**config.mk**
```make
export PLATFORM = sky130hd
export DESIGN_NAME = md_unit
export DESIGN_NICKNAME = d
export VERILOG_FILES = /design/src/rtl/md_unit_pkg.sv /design/src/rtl/md_unit_div_radix2.sv /design/src/rtl/md_unit.sv
export SDC_FILE = /design/constraint.sdc
export NUM_CORES = 2
export LEC_CHECK = 0
export BUFFER_PORTS_ARGS = -buffer_cell sky130_fd_sc_hd__buf_4
export CAP_MARGIN = 0
export CELL_PAD_IN_SITES_DETAIL_PLACEMENT = 0
export CELL_PAD_IN_SITES_GLOBAL_PLACEMENT = 1
export CORE_ASPECT_RATIO = 0.5
export CORE_MARGIN = 2
export CORE_UTILIZATION = 46
export DETAILED_ROUTE_END_ITERATION = 7
export PLACE_DENSITY_LB_ADDON = 0.12
export SLEW_MARGIN = 20
export SYNTH_ARGS = -nofsm -noshare
export SYNTH_HDL_FRONTEND = slang
export SYNTH_SLANG_ARGS = --single-unit
```
**constraint.sdc**
```tcl
create_clock -name clk -period 7.83 [get_ports clk]
set_input_delay 0.783 -clock clk [delete_from_list [all_inputs] [get_ports clk]]
set_output_delay 0.783 -clock clk [all_outputs]
set_load 0.02 [all_outputs]
```
**src/rtl/md_unit_pkg.sv**
```systemverilog
// Shared encodings and helpers for the HI/LO multiply-divide unit.
// Latency: n/a (types and constants only).
// Backpressure: n/a.
package md_unit_pkg;

    typedef enum logic [1:0] {
        MD_IDLE = 2'd0,
        MD_MUL  = 2'd1,
        MD_DIV  = 2'd2,
        MD_DONE = 2'd3
    } md_state_t;

    localparam int MD_DIV_ITERS = 32;

    // Two's-complement magnitude of a value; unsigned operands pass through untouched.
    function automatic logic [31:0] md_abs(input logic [31:0] v, input logic sgn);
        return (sgn && v[31]) ? (~v + 32'd1) : v;
    endfunction

endpackage

```
**src/rtl/md_unit_div_radix2.sv**
```systemverilog
// Restoring radix-2 divider on 32-bit magnitudes, one quotient bit per cycle.
// Latency: ITERS cycles after start; done/quotient/remainder are valid combinationally in the last one.
// Backpressure: none; a new start reloads and abandons any division in flight.
module div_radix2
    import md_unit_pkg::*;
#(
    parameter int ITERS = MD_DIV_ITERS
) (
    input  logic        clk,
    input  logic        resetn,
    input  logic        start,
    input  logic [31:0] dividend,
    input  logic [31:0] divisor,
    output logic        done,
    output logic [31:0] quotient,
    output logic [31:0] remainder
);

    logic [31:0] rem_q;
    logic [31:0] quo_q;
    logic [31:0] dvs_q;
    logic [5:0]  cnt_q;
    logic        busy_q;

    logic [32:0] shifted;
    logic [31:0] sub;
    logic        bit_ok;
    logic [31:0] rem_nxt;
    logic [31:0] quo_nxt;

    // Partial remainder is always below the divisor, so the shifted value fits in 33 bits
    // and the low 32 bits of the difference are exact whenever the trial succeeds.
    assign shifted = {rem_q, quo_q[31]};
    assign bit_ok  = (shifted >= {1'b0, dvs_q});
    assign sub     = shifted[31:0] - dvs_q;
    assign rem_nxt = bit_ok ? sub : shifted[31:0];
    assign quo_nxt = {quo_q[30:0], bit_ok};

    assign done      = busy_q && (cnt_q == 6'(ITERS - 1));
    assign quotient  = quo_nxt;
    assign remainder = rem_nxt;

    always_ff @(posedge clk or negedge resetn) begin
        if (!resetn) begin
            rem_q  <= '0;
            quo_q  <= '0;
            dvs_q  <= '0;
            cnt_q  <= '0;
            busy_q <= 1'b0;
        end else if (start) begin
            rem_q  <= '0;
            quo_q  <= dividend;
            dvs_q  <= divisor;
            cnt_q  <= '0;
            busy_q <= 1'b1;
        end else if (busy_q) begin
            rem_q <= rem_nxt;
            quo_q <= quo_nxt;
            cnt_q <= cnt_q + 6'd1;
            if (done) begin
                busy_q <= 1'b0;
            end
        end
    end

endmodule

```
**src/rtl/md_unit.sv**
```systemverilog
// EX-stage HI/LO multiply-divide unit: MULT/MULTU, DIV/DIVU, MTHI/MTLO, MFHI/MFLO.
// Latency: MUL_CYCLES+1 stall cycles for multiply, DIV_ITERS+1 for divide; HI/LO commit on advance.
// Backpressure: stall holds EX and upstream until results are ready; flush cancels at once.
module md_unit
    import md_unit_pkg::*;
#(
    parameter int MUL_CYCLES = 1,
    parameter int DIV_ITERS  = MD_DIV_ITERS
) (
    input  logic        clk,
    input  logic        resetn,
    input  logic        valid,
    input  logic        advance,
    input  logic        flush,
    input  logic        mult,
    input  logic        div,
    input  logic        mdsign,
    input  logic [1:0]  hilowen,
    input  logic [1:0]  hiloren,
    input  logic [31:0] rega,
    input  logic [31:0] regb,
    output logic        stall,
    output logic [31:0] rdata,
    output logic [31:0] hi,
    output logic [31:0] lo
);

    md_state_t   state_q;
    logic [1:0]  cnt_q;
    logic [31:0] mag_a_q;
    logic [31:0] mag_b_q;
    logic        neg_q;
    logic        rneg_q;
    logic [31:0] result_hi_q;
    logic [31:0] result_lo_q;

    logic        req;
    logic        sgn_a;
    logic        sgn_b;
    logic [31:0] mag_a;
    logic [31:0] mag_b;
    logic        div_start;
    logic        div_done;
    logic [31:0] div_quo;
    logic [31:0] div_rem;
    logic [63:0] product_mag;
    logic [63:0] product;
    logic [31:0] quo_fix;
    logic [31:0] rem_fix;
    logic        md_unused;

    assign req   = valid & (mult | div) & ~flush;
    assign stall = resetn & req & (state_q != MD_DONE);

    assign sgn_a = mdsign & rega[31];
    assign sgn_b = mdsign & regb[31];
    assign mag_a = md_abs(rega, mdsign);
    assign mag_b = md_abs(regb, mdsign);

    assign div_start = (state_q == MD_IDLE) & req & div & ~mult;

    // Both multiply and divide run on magnitudes; the sign is restored at the end.
    assign product_mag = {32'd0, mag_a_q} * {32'd0, mag_b_q};
    assign product     = neg_q  ? (~product_mag + 64'd1) : product_mag;
    assign quo_fix     = neg_q  ? (~div_quo + 32'd1)     : div_quo;
    assign rem_fix     = rneg_q ? (~div_rem + 32'd1)     : div_rem;

    // LO is the default read target, so hiloren[0] needs no decode.
    assign rdata     = hiloren[1] ? hi : lo;
    assign md_unused = hiloren[0];

    div_radix2 #(
        .ITERS(DIV_ITERS)
    ) u_div (
        .clk      (clk),
        .resetn   (resetn),
        .start    (div_start),
        .dividend (mag_a),
        .divisor  (mag_b),
        .done     (div_done),
        .quotient (div_quo),
        .remainder(div_rem)
    );

    always_ff @(posedge clk or negedge resetn) begin
        if (!resetn) begin
            state_q     <= MD_IDLE;
            cnt_q       <= '0;
            mag_a_q     <= '0;
            mag_b_q     <= '0;
            neg_q       <= 1'b0;
            rneg_q      <= 1'b0;
            result_hi_q <= '0;
            result_lo_q <= '0;
        end else if (flush) begin
            state_q <= MD_IDLE;
            cnt_q   <= '0;
        end else begin
            case (state_q)
                MD_IDLE: begin
                    if (req) begin
                        mag_a_q <= mag_a;
                        mag_b_q <= mag_b;
                        neg_q   <= sgn_a ^ sgn_b;
                        rneg_q  <= sgn_a;
                        cnt_q   <= '0;
                        state_q <= mult ? MD_MUL : MD_DIV;
                    end
                end
                MD_MUL: begin
                    if (cnt_q == 2'(MUL_CYCLES - 1)) begin
                        result_hi_q <= product[63:32];
                        result_lo_q <= product[31:0];
                        state_q     <= MD_DONE;
                    end else begin
                        cnt_q <= cnt_q + 2'd1;
                    end
                end
                MD_DIV: begin
                    if (div_done) begin
                        result_hi_q <= rem_fix;
                        result_lo_q <= quo_fix;
                        state_q     <= MD_DONE;
                    end
                end
                MD_DONE: begin
                    // Holding here with req still high must not restart the operation.
                    if (advance) begin
                        state_q <= MD_IDLE;
                    end
                end
                default: state_q <= MD_IDLE;
            endcase
        end
    end

    always_ff @(posedge clk or negedge resetn) begin
        if (!resetn) begin
            hi <= '0;
            lo <= '0;
        end else if (!flush && advance) begin
            if (state_q == MD_DONE) begin
                hi <= result_hi_q;
                lo <= result_lo_q;
            end else if (valid && !mult && !div) begin
                if (hilowen[1]) hi <= rega;
                if (hilowen[0]) lo <= rega;
            end
        end
    end

endmodule

```
# [Word-level counts from Yosys, hierarchy flattened]
# Cells that the tools add are included.
# Widths: inputs -> output; s select.
[word_totals] ramBits=0 out_inout_bits=97 word_cells=117 rom_bits=0 ff_bits=301 in_bits=76 latch_bits=0 n_memories=0
[classes] add_sub_neg=8 shifts=0 n_mux=39 bitwise_logic=18 div=0 n_reduce_logical=23 eq_ne=12 n_mul=1 n_lt_le_gt_ge=1
[ops] operator="$mux 32" n=20
[ops] operator="$add 32x1->32 const B" n=4
[ops] operator="$not 32->32" n=4
[ops] operator="$pmux 32 s2" n=2
[ops] operator="$add 64x1->64 const B" n=1
[ops] operator="$mul 32x32->64" n=1
[ops] operator="$mux 64" n=1
[ops] operator="$not 64->64" n=1
[ops] operator="$ge 33x32->1" n=1
[ops] operator="$sub 32x32->32" n=1
[ops] operator="$mux 2" n=9
[ops] operator="$ne 3x3->1 const B" n=5
[ops] operator="$mux 6" n=2
[ops] operator="$reduce_and 3->1" n=4
[ops] operator="$reduce_bool 2->1" n=5
[ops] operator="$and 1x1->1" n=9
[ops] operator="$pmux 2 s4" n=1
[ops] operator="$reduce_and 4->1" n=2
[ops] operator="$add 6x1->6 const B" n=1
[ops] operator="$eq 6x5->1 const B" n=1
[ops] operator="$logic_and 1x1->1" n=6
[ops] operator="$ne 2x2->1 const B" n=3
[ops] operator="$eq 2x2->1 const B" n=2
[ops] operator="$logic_not 2->1" n=2
[ops] operator="9 further kinds" n=14

# [Logic depth before layout (Yosys ltp)]
[depth] ltp_word=7 depth_mapped=31 mapped_depth_nobuf=28

# [Hierarchy]
# Synthesis repeated with hierarchy kept, for this count alone.
[unflattened] cells_unflattened=6386 hier_area_um2=54712.5
[by_module_without_submodules] module="md_unit" area_per_inst_um2=47635.7 seq_area_each_um2=4954.8 instances=1 cells_each=5577
[by_module_without_submodules] module="div_radix2" area_per_inst_um2=7076.8 seq_area_each_um2=2577.5 instances=1 cells_each=809

# [Worst setup path after synthesis]
# OpenSTA, ideal clock, no wires.
[synth_path] path_kind="flip-flop to flip-flop" start="register mag_b_q[2]" end="register result_hi_q[25]" period_less_slack_ns=8.234 n_path_buf=2 path_slack_ns=-0.404 required_time_ns=7.706 setup_time_ns=0.124 stages_incl_launch_ff=29 t_arrival_ns=8.110 path_cell_list="dfrtp_1 clkbuf_1 and2_1 fa_1 inv_1 fa_1 fa_1 fa_1 inv_1 fa_1 inv_1 fa_1 inv_1 fa_1 fa_1 ha_1 clkbuf_1 and4_1 nand2_1 nor3_1 a21boi_1 nor2_1 xnor2_1 or4_1 nor4_4 nand3_4 or3_1 a221oi_2 nor2_1"
[synth_between] elab_chain_cells=6
[synth_rtl] item="start: declaration" line="md_unit.sv:31" text="logic [31:0] mag_b_q;"
[synth_rtl] item="start signal: assignment" line="md_unit.sv:103" text="mag_b_q <= mag_b;"
[synth_rtl] item="$mul 32x32->64 (*)" line="md_unit.sv:63" text="assign product_mag = {32'd0, mag_a_q} * {32'd0, mag_b_q};"
[synth_rtl] item="$not 64->64" line="md_unit.sv:64" text="assign product = neg_q ? (~product_mag + 64'd1) : product_mag;"
[synth_rtl] item="$add 64x1->64" line="md_unit.sv:64"
[synth_rtl] item="$mux 64 (*)" line="md_unit.sv:64"
[synth_rtl] item="$mux 32 (*)" line="md_unit.sv:111" text="if (cnt_q == 2'(MUL_CYCLES - 1)) begin"
[synth_rtl] item="$pmux 32 s2 (*)" line="md_unit.sv:99" text="case (state_q)"
[synth_rtl] item="end signal: assignment" line="md_unit.sv:112" text="result_hi_q <= product[63:32];"
[synth_rtl] item="end signal: assignment" line="md_unit.sv:121" text="result_hi_q <= rem_fix;"
[synth_rtl] item="end: declaration" line="md_unit.sv:34" text="logic [31:0] result_hi_q;"
# Mark *: on every way between the ends. The rest lies on a longest branch, timed or not. The select of a mux whose other input is x is not followed.
# A chain may end at the register's enable or synchronous reset.

# [Worst setup path after layout]
[layout_path] start="register mag_a_q[21]" end="register result_hi_q[29]"
[layout_between] elab_chain_cells=6
[layout_rtl] item="start: declaration" line="md_unit.sv:30" text="logic [31:0] mag_a_q;"
[layout_rtl] item="start signal: assignment" line="md_unit.sv:102" text="mag_a_q <= mag_a;"
[layout_rtl] item="$mul 32x32->64 (*)" line="md_unit.sv:63"
[layout_rtl] item="$not 64->64" line="md_unit.sv:64"
[layout_rtl] item="$add 64x1->64" line="md_unit.sv:64"
[layout_rtl] item="$mux 64 (*)" line="md_unit.sv:64"
[layout_rtl] item="$mux 32 (*)" line="md_unit.sv:111"
[layout_rtl] item="$pmux 32 s2 (*)" line="md_unit.sv:99"
# Marked as above.

==> results.md <==
- Crit share post-route: 1.13
- Cells on worst reg2reg path: 29
- Worst setup endpoint: result_hi_q[29]$_DFFE_PN0P_
- Clock buffer depth: 3
- DRT iter0 DRCs: 3,756
- Clock Latency Late Sink: 630 ps
- # DRC: 0
- Hold_ws: 107 ps
- Vias after detailed routing: 47,600
- Worst Path Required: 8370 ps
- Fin Setup TNS: -33,950 ps
- Setup CP Type: flop to flop
- Tmin final: 8870 ps
- Pre-CTS WS: -1530 ps
- Post-Syn Instances: 6,366
- Total track usage: 0.333
- Routed wire length: 202 mm
- Die area: 122,000 µm²
- Wire per inst: 23.6 µm
- Final Setup Violations: 45
- Max Slew Vio Count: 0
- Status: complete, but fails checks
- Fin nets: 8,236
- Area Overhead vs Synth: 22.3%
- Post-DRT Antenna Nets: 0
- Worst r2r dst: result_hi_q[29]$_DFFE_PN0P_
- # Max-Cap Violations: 0
- Number of flops mapped to enable cells by yosys: 0
- Total grt overflow: 0
- PortBufs: 171
- Dpl hpwl: 167 mm
- CTS Buf Count: 37
- CTS tree: built
- Synth warnings: 0
- Most common cell after layout, fill and taps aside: inv_1
- Worst-path clk slew: 80 ps
- Critical R2R Launch: mag_a_q[21]$_DFFE_PN0P_
- Post-Syn Nets: 7,645
- Die Span Y: 248 µm
- Met2 Track Usage GR: 0.456
- Violated checks: setup timing
- Hold crit path type: primary input to async pin
- Placed cell areas: 62,800 µm²
- Pin count of the biggest net entering global routing: 106
- Max FO, Critical Path: 8
- CP startpoint kind: flop
- Number of I/O pins: 173
- Most frequent cells in the layout: inv_1, nand2_1, fa_1, buf_4, and2_1
- Initial Util: 0.464
- Synth Flop Type: dfrtp_1
- Die Width: 492 µm
- Post-route cell area: 66,900 µm²
- Slowest cell on the critical path: fa_2
- H-tree depth: 2
- Synth unique cells: 103
- CP arrival: 9420 ps
- Pre-Repair DR Iteration Count: 5
- Gp weighted congestion: 0.972
- Fmax: 0.113 GHz
- CTS root buf: clkbuf_16
- Final hold violation count: 0
- RSZ-0062 raised after global routing: true
- Ys async rst share: 1.00
- Synth Register Bits: 301
- PnR worst setup slack: -1040 ps
- Layout cell share with drive strength beyond 1: 0.200
- Core area: 118,000 µm²
- Clk_skew: 56.1 ps
- Register area share after synthesis: 0.138
- Initial antenna violation count: 17
- M3 GR Usage: 0.123
- Busiest grt layer: met1
- Clk sinks: 301
- Number of global-route vias before repair: 48,700
- Worst slew margin: 0.104
- Critical path's largest stage delay: 620 ps
- Worst Setup SP: mag_a_q[21]$_DFFE_PN0P_
- Synthesized cell area: 54,700 µm²
- Row cnt: 89
- GR Util met1: 0.502
- DR vias/cell: 5.55
- Measured slew at the worst slew-check pin: 1330 ps
- Crit end category: flop
- First-pass GRT wire length: 305 mm
- Mean Syn Cell Area: 8.60 µm²
- R2r setup slk: -1040 ps
## final cells by class
| class | instances | area [µm²] |
|---|---|---|
| Clock inverter | 19 | 235 |
| Multi-Input combinational cell | 4761 | 44400 |
| Clock buffer | 47 | 1000 |
| Sequential cell | 301 | 7550 |
| Fill cell | 10800 | 51000 |
| Inverter | 924 | 3470 |
| Tap cell | 1592 | 1990 |
| Timing Repair Buffer | 932 | 8300 |
| Antenna cell | 2 | 5.00 |
## cell usage after synthesis, drive strengths merged (33+ instances only)
| library cell | count | area (µm²) |
|---|---|---|
| nor4 | 35 | 234 |
| o211ai | 33 | 272 |
| nand4 | 48 | 319 |
| mux2 | 35 | 394 |
| buf | 39 | 205 |
| inv | 922 | 3460 |
| o21ai | 391 | 1960 |
| nor2 | 217 | 815 |
| xor2 | 95 | 832 |
| nor2b | 49 | 307 |
| ha | 306 | 3830 |
| o31ai | 42 | 329 |
| and2 | 625 | 3910 |
| a21oi | 277 | 1390 |
| dfrtp | 301 | 7530 |
| clkbuf | 342 | 1280 |
| nor3 | 66 | 350 |
| a211oi | 67 | 503 |
| fa | 897 | 18000 |
| xnor2 | 124 | 1090 |
| nand3 | 48 | 258 |
| mux2i | 57 | 571 |
| nand2 | 918 | 3450 |
| or3 | 45 | 282 |
## cell families after synthesis
kind of cell | count (synthesis) | synth area share
AOI/OAI and AO/OA | 1071 | 0.122
xor gates and xnor gates | 219 | 0.0351
adders and majority gates | 1203 | 0.398
buffers and inverters | 1305 | 0.0906
DFF | 301 | 0.138
muxes | 93 | 0.0180
and+or+nand+nor | 2174 | 0.198
## routing by layer
| layer | vias to the layer above | routed length [µm] |
|---|---|---|
| li1 | 21500 | - |
| met1 | 24300 | 96300 |
| met2 | 1627 | 80000 |
| met3 | 189 | 22600 |
| met4 | 8 | 3310 |
| met5 | - | 44 |
## flip-flops by register name (all words and copies together) (netlist names)
register and cells:
neg_q 1, mag_a_q 32, state_q 2, u_div.busy_q 1
result_hi_q 32, u_div.rem_q 32, rneg_q 1, u_div.dvs_q 32
cnt_q 2, lo 32, u_div.quo_q 32, mag_b_q 32
u_div.cnt_q 6, result_lo_q 32, hi 32
## per-stage QoR
step,utilization,instances
5_1_grt,0.567,8577
3_5_place_dp,0.532,8422
4_1_cts,0.558,8541
3_3_place_gp,0.532,8421
6_report,0.567,8578
2_1_floorplan,-,6366
## how the worst min path moves through the flow
| stage | depth (start not counted) | end |
|---|---|---|
| after floorplan | 2 | result_hi_q[4]$_DFFE_PN0P_ |
| after global placement | 2 | u_div.dvs_q[22]$_DFFE_PN0P_ |
| after detailed placement | 2 | u_div.dvs_q[12]$_DFFE_PN0P_ |
| after CTS | 1 | u_div.dvs_q[2]$_DFFE_PN0P_ |
| after global routing | 1 | u_div.dvs_q[25]$_DFFE_PN0P_ |
| final | 1 | u_div.dvs_q[7]$_DFFE_PN0P_ |
## critical path: cells and delay by family (launching register included)
family | cells | cell delay (ps)
mux | 1 | 260
simple gates | 8 | 1650
buf+inv | 8 | 1010
flops | 1 | 460
compound gates | 3 | 960
fa+ha+maj | 9 | 4440
## repair_timing
item	CTS	global route
endpoints found under the setup margin	48	49
buffers inserted	50	35
hold buffers	0	0
pin swaps	115	126
gates cloned	4	2
gates resized for setup	302	180
Power is not shown: default switching activity piles up to over one toggle a cycle in this logic, so the estimate is an artifact.
